## src/rtl/alu_seq.sv

```systemverilog
// Registered, handshaked ALU with persistent carry and variable-distance shifts.
// Optional ALU_SEQ_BARREL_EN: single-cycle barrel shifter instead of the iterative shift FSM.
module alu_seq #(
  parameter int W = 8
) (
  input  logic         clk,
  input  logic         rst,
  input  logic         in_valid,
  output logic         in_ready,
  input  logic [3:0]   op,
  input  logic [W-1:0] a,
  input  logic [W-1:0] b,
  output logic         out_valid,
  input  logic         out_ready,
  output logic [W-1:0] y,
  output logic         zero,
  output logic         negative,
  output logic         carry,
  output logic         overflow,
  output logic         busy
);

  localparam int SHW = $clog2(W);

  localparam logic [3:0] OP_AND  = 4'd0;
  localparam logic [3:0] OP_OR   = 4'd1;
  localparam logic [3:0] OP_XOR  = 4'd2;
  localparam logic [3:0] OP_ADD  = 4'd3;
  localparam logic [3:0] OP_SUB  = 4'd4;
  localparam logic [3:0] OP_SHL1 = 4'd5;
  localparam logic [3:0] OP_SHR1 = 4'd6;
  localparam logic [3:0] OP_PASS = 4'd7;
  localparam logic [3:0] OP_ADC  = 4'd8;
  localparam logic [3:0] OP_SBC  = 4'd9;
  localparam logic [3:0] OP_SHLN = 4'd10;
  localparam logic [3:0] OP_SHRN = 4'd11;
  localparam logic [3:0] OP_SARN = 4'd12;
  localparam logic [3:0] OP_ROL1 = 4'd13;
  localparam logic [3:0] OP_ROR1 = 4'd14;
  localparam logic [3:0] OP_CMP  = 4'd15;

  typedef enum logic {IDLE, SHIFT} state_e;

  typedef struct packed {
    logic [W-1:0] y;
    logic         z;
    logic         n;
    logic         c;
    logic         v;
  } res_t;

  function automatic res_t flags_from(input logic [W-1:0] r, input logic c);
    res_t f;
    f.y = r;
    f.z = (r == '0);
    f.n = r[W-1];
    f.c = c;
    f.v = 1'b0;
    return f;
  endfunction

  // Shift kind: 0 = left, 1 = logical right, 2 = arithmetic right
  function automatic logic [1:0] kind_of(input logic [3:0] o);
    logic [3:0] t;
    t = o - OP_SHLN;
    return t[1:0];
  endfunction

`ifdef ALU_SEQ_BARREL_EN
  function automatic res_t shift_n(input logic [1:0] kind, input logic [W-1:0] v,
                                   input logic [SHW-1:0] n);
    logic signed [W-1:0] vs;
    logic [W-1:0]        r;
    logic                c;
    vs = v;
    c  = 1'b0;
    case (kind)
      2'd0:    r = v << n;
      2'd1:    r = v >> n;
      default: r = vs >>> n;
    endcase
    if (n != '0)
      c = (kind == 2'd0) ? v[W - int'(n)] : v[int'(n) - 1];
    return flags_from(r, c);
  endfunction
`else
  // Returns {bit shifted out, shifted word}
  function automatic logic [W:0] shift1(input logic [1:0] kind, input logic [W-1:0] v);
    case (kind)
      2'd0:    return {v[W-1], v[W-2:0], 1'b0};
      2'd1:    return {v[0], 1'b0, v[W-1:1]};
      default: return {v[0], v[W-1], v[W-1:1]};
    endcase
  endfunction
`endif

  function automatic res_t alu_eval(input logic [3:0] o, input logic [W-1:0] va,
                                    input logic [W-1:0] vb, input logic cin);
    res_t         r;
    logic [W:0]   s;
    logic [W-1:0] bx;
    logic [W-1:0] d;
    logic         cy;
    logic         ov_add;
    logic         ov_sub;
    bx = (o == OP_SUB || o == OP_SBC || o == OP_CMP) ? ~vb : vb;
    case (o)
      OP_ADC, OP_SBC: cy = cin;
      OP_SUB, OP_CMP: cy = 1'b1;
      default:        cy = 1'b0;
    endcase
    s      = {1'b0, va} + {1'b0, bx} + {{W{1'b0}}, cy};
    d      = s[W-1:0];
    ov_add = ~(va[W-1] ^ vb[W-1]) & (d[W-1] ^ va[W-1]);
    ov_sub = (va[W-1] ^ vb[W-1]) & (d[W-1] ^ va[W-1]);
    case (o)
      OP_AND:         r = flags_from(va & vb, 1'b0);
      OP_OR:          r = flags_from(va | vb, 1'b0);
      OP_XOR:         r = flags_from(va ^ vb, 1'b0);
      OP_ADD, OP_ADC: begin
        r   = flags_from(d, s[W]);
        r.v = ov_add;
      end
      OP_SUB, OP_SBC: begin
        r   = flags_from(d, s[W]);
        r.v = ov_sub;
      end
      OP_SHL1:        r = flags_from({va[W-2:0], 1'b0}, va[W-1]);
      OP_SHR1:        r = flags_from({1'b0, va[W-1:1]}, va[0]);
      OP_PASS:        r = flags_from(va, 1'b0);
`ifdef ALU_SEQ_BARREL_EN
      OP_SHLN, OP_SHRN, OP_SARN: r = shift_n(kind_of(o), va, vb[SHW-1:0]);
`else
      // Only the zero-distance case reaches here; N>0 goes through SHIFT
      OP_SHLN, OP_SHRN, OP_SARN: r = flags_from(va, 1'b0);
`endif
      OP_ROL1:        r = flags_from({va[W-2:0], va[W-1]}, va[W-1]);
      OP_ROR1:        r = flags_from({va[0], va[W-1:1]}, va[0]);
      default: begin
        // CMP: pass A through, flags describe A-B
        r   = flags_from(d, s[W]);
        r.y = va;
        r.v = ov_sub;
      end
    endcase
    return r;
  endfunction

  state_e state_p0, state_d;
  res_t   res_p1, ld_res, shift_res;
  logic   vld_p1;
  logic   ld, free, accept, is_iter, shift_done;

  assign free     = !vld_p1 || out_ready;
  assign in_ready = (state_p0 == IDLE) && free;
  assign accept   = in_valid && in_ready;
  assign busy     = (state_p0 == SHIFT);

`ifdef ALU_SEQ_BARREL_EN
  assign is_iter    = 1'b0;
  assign shift_done = 1'b0;
  assign shift_res  = '0;
`else
  logic [W-1:0]   work_p0;
  logic [SHW-1:0] cnt_p0;
  logic [1:0]     kind_p0;
  logic           sc_p0;
  logic [W:0]     step;

  assign is_iter = (op == OP_SHLN || op == OP_SHRN || op == OP_SARN) && (b[SHW-1:0] != '0);

  // The final bit is shifted combinationally into the load, so N shifts take N cycles
  always_comb begin
    step = {sc_p0, work_p0};
    if (cnt_p0 != '0)
      step = shift1(kind_p0, work_p0);
  end

  assign shift_done = (cnt_p0 <= SHW'(1));
  assign shift_res  = flags_from(step[W-1:0], step[W]);

  // Stage p0: iterative shift work register
  always_ff @(posedge clk) begin
    if (state_p0 == IDLE) begin
      if (accept) begin
        work_p0 <= a;
        cnt_p0  <= b[SHW-1:0];
        kind_p0 <= kind_of(op);
        sc_p0   <= 1'b0;
      end
    end else begin
      work_p0 <= step[W-1:0];
      sc_p0   <= step[W];
      if (cnt_p0 != '0)
        cnt_p0 <= cnt_p0 - SHW'(1);
    end
  end
`endif

  always_comb begin
    state_d = state_p0;
    ld      = 1'b0;
    ld_res  = '0;
    case (state_p0)
      IDLE: begin
        if (accept) begin
          if (is_iter) begin
            state_d = SHIFT;
          end else begin
            ld     = 1'b1;
            ld_res = alu_eval(op, a, b, res_p1.c);
          end
        end
      end
      SHIFT: begin
        if (shift_done && free) begin
          ld      = 1'b1;
          ld_res  = shift_res;
          state_d = IDLE;
        end
      end
      default: state_d = IDLE;
    endcase
  end

  always_ff @(posedge clk) begin
    if (rst)
      state_p0 <= IDLE;
    else
      state_p0 <= state_d;
  end

  // Stage p1: result register; its carry bit is also the persistent C flag
  always_ff @(posedge clk) begin
    if (rst) begin
      vld_p1 <= 1'b0;
      res_p1 <= '0;
    end else if (ld) begin
      vld_p1 <= 1'b1;
      res_p1 <= ld_res;
    end else if (out_ready) begin
      vld_p1 <= 1'b0;
    end
  end

  assign out_valid = vld_p1;
  assign y         = res_p1.y;
  assign zero      = res_p1.z;
  assign negative  = res_p1.n;
  assign carry     = res_p1.c;
  assign overflow  = res_p1.v;

endmodule

```

## config.mk

```make
export PLATFORM = sky130hd
export DESIGN_NAME = alu_seq
export DESIGN_NICKNAME = d
export VERILOG_FILES = /design/src/rtl/alu_seq.sv
export SDC_FILE = /design/constraint.sdc
export NUM_CORES = 1
export LEC_CHECK = 0
export BUFFER_PORTS_ARGS = -buffer_cell sky130_fd_sc_hd__clkbuf_2
export CAP_MARGIN = 40
export CORE_ASPECT_RATIO = 1.2
export CORE_MARGIN = 8
export CORE_UTILIZATION = 45
export DETAILED_ROUTE_END_ITERATION = 8
export SYNTH_ARGS = -nofsm -noshare
export SYNTH_HDL_FRONTEND = slang
export SYNTH_SLANG_ARGS = --single-unit
```

## constraint.sdc

```tcl
create_clock -name clk -period 5.3 [get_ports clk]
set_clock_uncertainty 0.05 [all_clocks]
set_input_delay 0.795 -clock clk [delete_from_list [all_inputs] [get_ports clk]]
set_output_delay 0.795 -clock clk [all_outputs]
set_load 0.05 [all_outputs]
```

==> metrics.yaml, run 1 <==
run_status:
  status: "completed"
setup_path:
  cp.required_ns: 5.43
  path_max_fanout: 26
  reg2reg_from: "carry$_SDFFE_PP0P_"
  critPathCaptureType: "flip-flop"
  startpoint: "op[0]"
  cpLargestDelayFamily: "simple AND/OR/NAND/NOR gates"
  slowest_delay_ns: 0.54
  cp_slowest_cell: "or4b_1"
  critPathKind: "in -> reg"
  cp_cell_sequence: "clkbuf_2, nor3b_1, a21oi_1, o21a_1, xnor2_1, fa_1, fa_1, nand2b_1, a21oi_1, nor2_1, xnor2_1, or4b_1, o311ai_2"
  start_kind: "primary input"
  worst-path-buf-inv: 1
  arrival_ns: 4.41
floorplanning:
  io_pins: 39
  die_w_microns: 90.7
  fp.coreArea_sq_um: 6450
  die_height_microns: 106
  num_rows: 32
  initial_core_util_pct: 46.7
  die-area_sq_um: 9580
placed_design:
  dpl_cell_area_sq_um: 3240
  gp_congestion: 1.00
  portBuffers: 38
  dpl.hpwl_mm: 7.68
clock_tree:
  ctsResizeCount: 0
  root_buffer: "clkbuf_8"
  cts_tree: "yes"
  postCtsSetupBuffers: 0
  cts_max_level: 1
  clk_pin_slew_ns: 0.09
  cts_hold_buf: 0
  clock-sinks: 28
  clkLatencyLatePin_ns: 0.27
  clk_path_buf_depth: 2
  cts_buffers: 3
pwr:
  p_leak_uw: 0.00133
  clock_power_share_pct: 18.4
  power_uw: 711
  p_sw_uw: 283
  ir_worst_vdd_v: 0.0000838
  p_comb_share_pct: 44.4
  swShare_pct: 39.8
  power_density_nw_per_um2: 216
  seqPwrFrac_pct: 37.2
  internal_power_uw: 428
final_layout:
  utilization_pct: 51.2
  layout-drive-gt1-share_pct: 14.0
  mostFrequentLayoutCells: "clkbuf_2 (38), nand2_1 (32), o21ai_0 (32), inv_1 (28), ha_1 (27)"
  n_fill_cell: 644
  area_growth_pct: 9.56
  design_area_sq_um: 3300
  final_nets: 467
  final_common_cell: "clkbuf_2"
  seq_area_sq_um: 701
  multi_input_area_sq_um: 2090
  antenna-diode-count: 0
global_route:
  grt_first_pass_wirelength_mm: 15.3
  grt_start_max_net_pins: 28
  grtUsageTotal_pct: 19.4
  grt_pass1_vias: 2954
  grt_overflow: 0
  antenna_found_initial: 0
routing:
  routed_via_density: 6.14
  wl_mm: 9.47
  drtIter0Drc: 221
  ant_nets: 0
  first_pass_iters: 5
  wl_per_cell_microns: 19.0
  drc: 0
  dr_wl_met3_microns: 474
  via_count: 3056
  met1_length_mm: 3.92
  wl_met2_mm: 4.82
  route.top_layer_used: "met4"
yosys:
  syn_area_sq_um: 3010
  synth_nets: 442
  netlist_instances: 389
  syn_avg_cell_area_sq_um: 7.74
  synth_edf_count: 14
  async_flop_share_pct: 0
  synth_ff_type: "edfxtp_1"
  ys_warn_count: 0
  synth_seq_cells: 28
  synth-seq-area-share_pct: 23.3
  ys_types: 62
sta:
  finalCritPeriodShare_pct: 80.7
  setup-tns-final_ns: 0
  holdWs_ns: 0.420
  rsz0062_at_grt: "false"
  slew_violations: 0
  max_freq_mhz: 234
  hold_viol: 0
  period_minus_slack_ns: 4.28
  tightest_slew_ns: 0.775
  relSlewSlack_pct: 48.2
  setup_viol: 0
flow_run:
  maxCapViolations: 0
hold_path:
  min_from: "overflow$_SDFFE_PP0P_"
  hold_class: "reg -> reg"
## registers in the layout, indices dropped and copies added (netlist names)
name / cells
negative: 1
y: 8
work_p0: 8
cnt_p0: 3
overflow: 1
sc_p0: 1
kind_p0: 2
zero: 1
busy: 1
carry: 1
out_valid: 1
## logic make-up (layout without fill, tap and decap cells)
logic type      count (synthesis)  after routing  share of synthesized area (%)
simple gates                  117            117                           19.8
xor+xnor                       15             15                           4.36
fa+ha+maj                      29             29                           12.5
mux                            10             10                           3.37
buf+inv                        54             78                           7.35
compound gates                136            136                           29.3
flops                          28             28                           23.3
## cells in the mapped netlist, types with 2 or more instances
| cell type | number | area (sq um) |
|---|---|---|
| a211oi_1 | 3 | 22.5 |
| a21oi_1 | 23 | 115 |
| buf_6 | 2 | 22.5 |
| nand2_1 | 32 | 120 |
| fa_1 | 2 | 40.0 |
| o21ai_1 | 11 | 55.1 |
| buf_2 | 3 | 15.0 |
| o31ai_1 | 4 | 30.0 |
| clkbuf_1 | 16 | 60.1 |
| mux2i_1 | 9 | 90.1 |
| buf_1 | 3 | 11.3 |
| nor3_1 | 10 | 50.1 |
| nand4_1 | 4 | 25.0 |
| nand3_1 | 7 | 35.0 |
| o21ai_0 | 32 | 160 |
| and3_1 | 3 | 18.8 |
| nor4_1 | 5 | 31.3 |
| or3_1 | 2 | 12.5 |
| nand2b_1 | 9 | 56.3 |
| o22ai_1 | 11 | 68.8 |
| o21a_1 | 4 | 30.0 |
| nor2_1 | 24 | 90.1 |
| edfxtp_1 | 14 | 420 |
| a221oi_1 | 2 | 17.5 |
| inv_2 | 2 | 7.51 |
| nor3b_2 | 2 | 25.0 |
| a22oi_1 | 20 | 150 |
| o32ai_1 | 4 | 35.0 |
| a31oi_1 | 2 | 12.5 |
| inv_1 | 28 | 105 |
| ha_1 | 27 | 338 |
| nor3b_1 | 4 | 30.0 |
| o21bai_1 | 3 | 22.5 |
| xnor2_1 | 14 | 123 |
| dfxtp_1 | 14 | 280 |
| a32oi_1 | 2 | 17.5 |
| nor2b_1 | 7 | 43.8 |
## layer usage
layer  track usage, %  vias to the layer above
li1                 -                     1478
met1             22.9                     1424
met2             34.8                      130
met3             1.56                       24
met4             8.58                        0
met5                0                        -
## metrics by stage
| stage | setup WS [ns] | cells |
|---|---|---|
| 6_report | 1.02 | 498 |
| 5_1_grt | 0.816 | 498 |
| 4_1_cts | 1.05 | 498 |
| 3_5_place_dp | 0.770 | 494 |
| 3_3_place_gp | 0.902 | 492 |
| 2_1_floorplan | 1.10 | 389 |
## path summary, 6_finish.rpt
kind                                              end  slack (ns)  cells past startpoint
worst max-delay path                zero$_SDFFE_PP0P_        1.02                     13
worst min-delay path            overflow$_SDFFE_PP0P_        0.42                      2
worst max register to register      zero$_SDFFE_PP0P_        2.32                     10
worst min register to register  overflow$_SDFFE_PP0P_        0.42                      2
## cell type report
class | count | share of cell area (%)
repair buffers | 44 | 7.13
inverters | 30 | 3.41
flip-flops and latches | 28 | 21.2
clock buffers | 4 | 1.67
well taps | 85 | 3.22
multi-input cells | 307 | 63.3
## power by group through the flow
stage | Sequential [uW] | Clock (uW) | Combinational [uW]
2_1_floorplan | 292 | 0 | 197
3_3_place_gp | 269 | 0 | 309
3_5_place_dp | 269 | 0 | 311
4_1_cts | 264 | 134 | 312
5_1_grt | 267 | 145 | 346
6_report | 265 | 131 | 316
## worst reg2reg max path: cells and delay by family, from the launching register on
family / cells / cell delay, ns
adder cells (fa/ha/maj): 2 / 0.83
AND/OR/NAND/NOR: 3 / 0.78
AO/OA/AOI/OAI: 4 / 0.70
flip-flops: 1 / 0.39
XOR/XNOR: 1 / 0.14
Note: power is estimated with default switching activity, not from simulation.
==> run 2: changes to the inputs <==
--- a/config.mk
+++ b/config.mk
@@ -5,6 +5,7 @@
 export SDC_FILE = /design/constraint.sdc
 export NUM_CORES = 1
 export LEC_CHECK = 0
+export ABC_AREA = 1
 export BUFFER_PORTS_ARGS = -buffer_cell sky130_fd_sc_hd__clkbuf_2
 export CAP_MARGIN = 40
 export CORE_ASPECT_RATIO = 1.2
==> constraint.sdc (replaced) <==
create_clock -name clk -period 4.2 [get_ports clk]
set_clock_uncertainty 0.05 [all_clocks]
set_input_delay 0.63 -clock clk [delete_from_list [all_inputs] [get_ports clk]]
set_output_delay 0.63 -clock clk [all_outputs]
set_load 0.05 [all_outputs]
==> metrics.yaml, run 2 <==
sta:
  max_freq_mhz: 312
  setup_viol: 0
  rsz0062_at_grt: "false"
  tightest_slew_ns: 0.661
  relSlewSlack_pct: 55.9
  period_minus_slack_ns: 3.21
  setup-tns-final_ns: 0
  hold_viol: 0
  slew_violations: 0
  finalCritPeriodShare_pct: 76.4
yosys:
  synth_common_cells: "nand2_1 (138), inv_1 (60), nor2_1 (55), o21ai_0 (34), ha_1 (27)"
  yosysMostFrequentCell: "nand2_1"
  syn_area_sq_um: 3050
  synth_top_area_share_pct: 17.0
  synth_ff_type: "edfxtp_1"
  synth-seq-area-share_pct: 23.0
  syn_avg_cell_area_sq_um: 6.38
  synth_seq_cells: 28
  netlist_instances: 478
  ys_types: 40
  async_flop_share_pct: 0
  synth_edf_count: 14
  synth_area_leaders: "nand2_1 (17%), edfxtp_1 (14%), ha_1 (11%), dfxtp_1 (9.2%), inv_1 (7.4%)"
  ys_warn_count: 0
  synth_nets: 531
  synth.largest_area_cell: "nand2_1"
pwr:
  ir_worst_vdd_v: 0.000108
  p_sw_uw: 376
  swShare_pct: 41.9
  p_leak_uw: 0.00167
  power_uw: 895
  clock_power_share_pct: 18.8
  power_density_nw_per_um2: 265
  seqPwrFrac_pct: 36.7
  internal_power_uw: 520
  p_comb_share_pct: 44.5
clock_tree:
  clk_pin_slew_ns: 0.09
  cts_buffers: 3
  cts_tree: "yes"
  clk_path_buf_depth: 2
  root_buffer: "clkbuf_8"
  cts_hold_buf: 0
  clock-sinks: 28
  cts_max_level: 1
  postCtsSetupBuffers: 0
  clkLatencyLatePin_ns: 0.28
  ctsResizeCount: 0
final_layout:
  final_nets: 568
  final_common_cell: "nand2_1"
  design_area_sq_um: 3380
  layout-drive-gt1-share_pct: 15.0
  antenna-diode-count: 0
  mostFrequentLayoutCells: "nand2_1 (138), inv_1 (60), nor2_1 (55), clkbuf_2 (38), o21ai_0 (34)"
  area_growth_pct: 10.7
setup_path:
  cp_cell_sequence: "clkbuf_2, inv_2, nand2_1, o21ai_2, nor2_4, xor2_1, fa_1, fa_1, inv_1, nand2_1, nand2_1, nand2_1, nand2_1, nand3_1, nor2_1, nand3_1, o21ai_1, nand2_1, a21oi_1"
  path_max_fanout: 9
  worst-path-buf-inv: 3
  cpLargestDelayFamily: "simple AND/OR/NAND/NOR gates"
  cp_common_cell: "nand2_1"
  arrival_ns: 3.37
  critPathCaptureType: "flip-flop"
  cp.required_ns: 4.36
  critPathKind: "in -> reg"
  slowest_delay_ns: 0.46
  cp_slowest_cell: "fa_1"
  start_kind: "primary input"
routing:
  ant_nets: 0
  via_count: 3174
  routed_via_density: 5.28
  drc: 0
  drtIter0Drc: 166
  wl_per_cell_microns: 16.3
  wl_mm: 9.79
  first_pass_iters: 4
hold_path:
  hold_class: "reg -> reg"
global_route:
  grt_first_pass_wirelength_mm: 16.2
  grtUsageTotal_pct: 20.7
  antenna_found_initial: 0
  grt_pass1_vias: 3256
  grt_start_max_net_pins: 22
  grt_overflow: 0
placed_design:
  dpl.hpwl_mm: 8.13
  portBuffers: 38
  dpl_cell_area_sq_um: 3320
  gp_congestion: 0.934
floorplanning:
  die_height_microns: 106
  fp.coreArea_sq_um: 6690
  num_rows: 33
  die_w_microns: 91.2
  initial_core_util_pct: 45.6
  die-area_sq_um: 9680
  io_pins: 39
run_status:
  status: "completed"
flow_run:
  maxCapViolations: 0
-- run 2: cell count changes in the layout (fill, tap and decap cells not counted), moves of 9 or more --
| cell | before | now |
|---|---|---|
| mux2i_1 | 9 | 0 |
| nand3_1 | 7 | 26 |
| inv_1 | 28 | 60 |
| o211ai_1 | 1 | 12 |
| o22ai_1 | 11 | 2 |
| nor2_1 | 24 | 55 |
| a22oi_1 | 20 | 0 |
| xnor2_1 | 14 | 1 |
| nand2b_1 | 9 | 0 |
| nand2_1 | 32 | 138 |
-- run 2: worst register-to-register path: stages (launching register included) --
cell and delay [ns]:
dfxtp_1 0.36, inv_1 0.07, o311a_1 0.37, fa_1 0.43, fa_1 0.39, inv_1 0.09, nand2_1 0.05, nand2_1 0.10
nand2_1 0.08, nand2_1 0.09, nand3_1 0.07, nor2_1 0.09, nand3_1 0.07, o21ai_1 0.13, nand2_1 0.06, a21oi_1 0.11
-- run 2: cell families (layout without fill, tap and decap cells) --
kind of cell               count (synthesis)  in the layout  share of synthesized area, %
AOI/OAI and AO/OA                         86             86                          16.9
xor gates and xnor gates                   9              9                          2.83
adders and majority gates                 29             29                          12.4
buffers and inverters                     76            112                          9.68
DFF                                       28             28                          23.0
and+or+nand+nor                          250            250                          35.3
-- run 2: per-stage QoR --
stage / hold slack [ns] / cells / util, % / setup slack, ns
final: 0.420 / 601 / 50.5 / 0.993
after global routing: 0.452 / 601 / 50.5 / 0.711
after CTS: 0.424 / 601 / 50.5 / 1.01
after detailed placement: 0.410 / 597 / 49.7 / 0.718
after global placement: 0.401 / 597 / 49.7 / 0.817
after floorplan: 0.543 / 478 / - / 1.16
-- run 2: area by class of cell --
cell class                 instances  area [sq um]
clock buffer                       4          55.1
fill                             754          3310
inverter                          70           269
multi-input combinational        374          2060
sequential                        28           701
tap                               87           109
timing repair buffer              38           190
-- run 2: power by group through the flow --
stage	sequential (uW)	combinational (uW)	clock, uW
global route	332	450	179
CTS	329	397	171
floorplan	367	250	0
finish	328	398	168
global placement	335	394	0
detailed placement	335	396	0
-- run 2: path summary, 6_finish.rpt --
| kind | slack, ns | cells past startpoint | startpoint | to |
|---|---|---|---|---|
| max | 0.99 | 19 | op[2] | zero$_SDFFE_PP0P_ |
| min | 0.42 | 2 | overflow$_SDFFE_PP0P_ | overflow$_SDFFE_PP0P_ |
| max reg2reg | 1.55 | 15 | carry$_SDFFE_PP0P_ | zero$_SDFFE_PP0P_ |
| min reg2reg | 0.42 | 2 | overflow$_SDFFE_PP0P_ | overflow$_SDFFE_PP0P_ |
-- run 2: per-layer routing --
| layer | track usage, % | share of wire, % | up-vias |
|---|---|---|---|
| met1 | 23.7 | 42 | 1444 |
| met4 | 8.91 | 3.3 | 0 |
| met5 | 0 | 0 | - |
| met2 | 38.3 | 51 | 86 |
| met3 | 1.97 | 3.9 | 21 |
| li1 | - | - | 1623 |
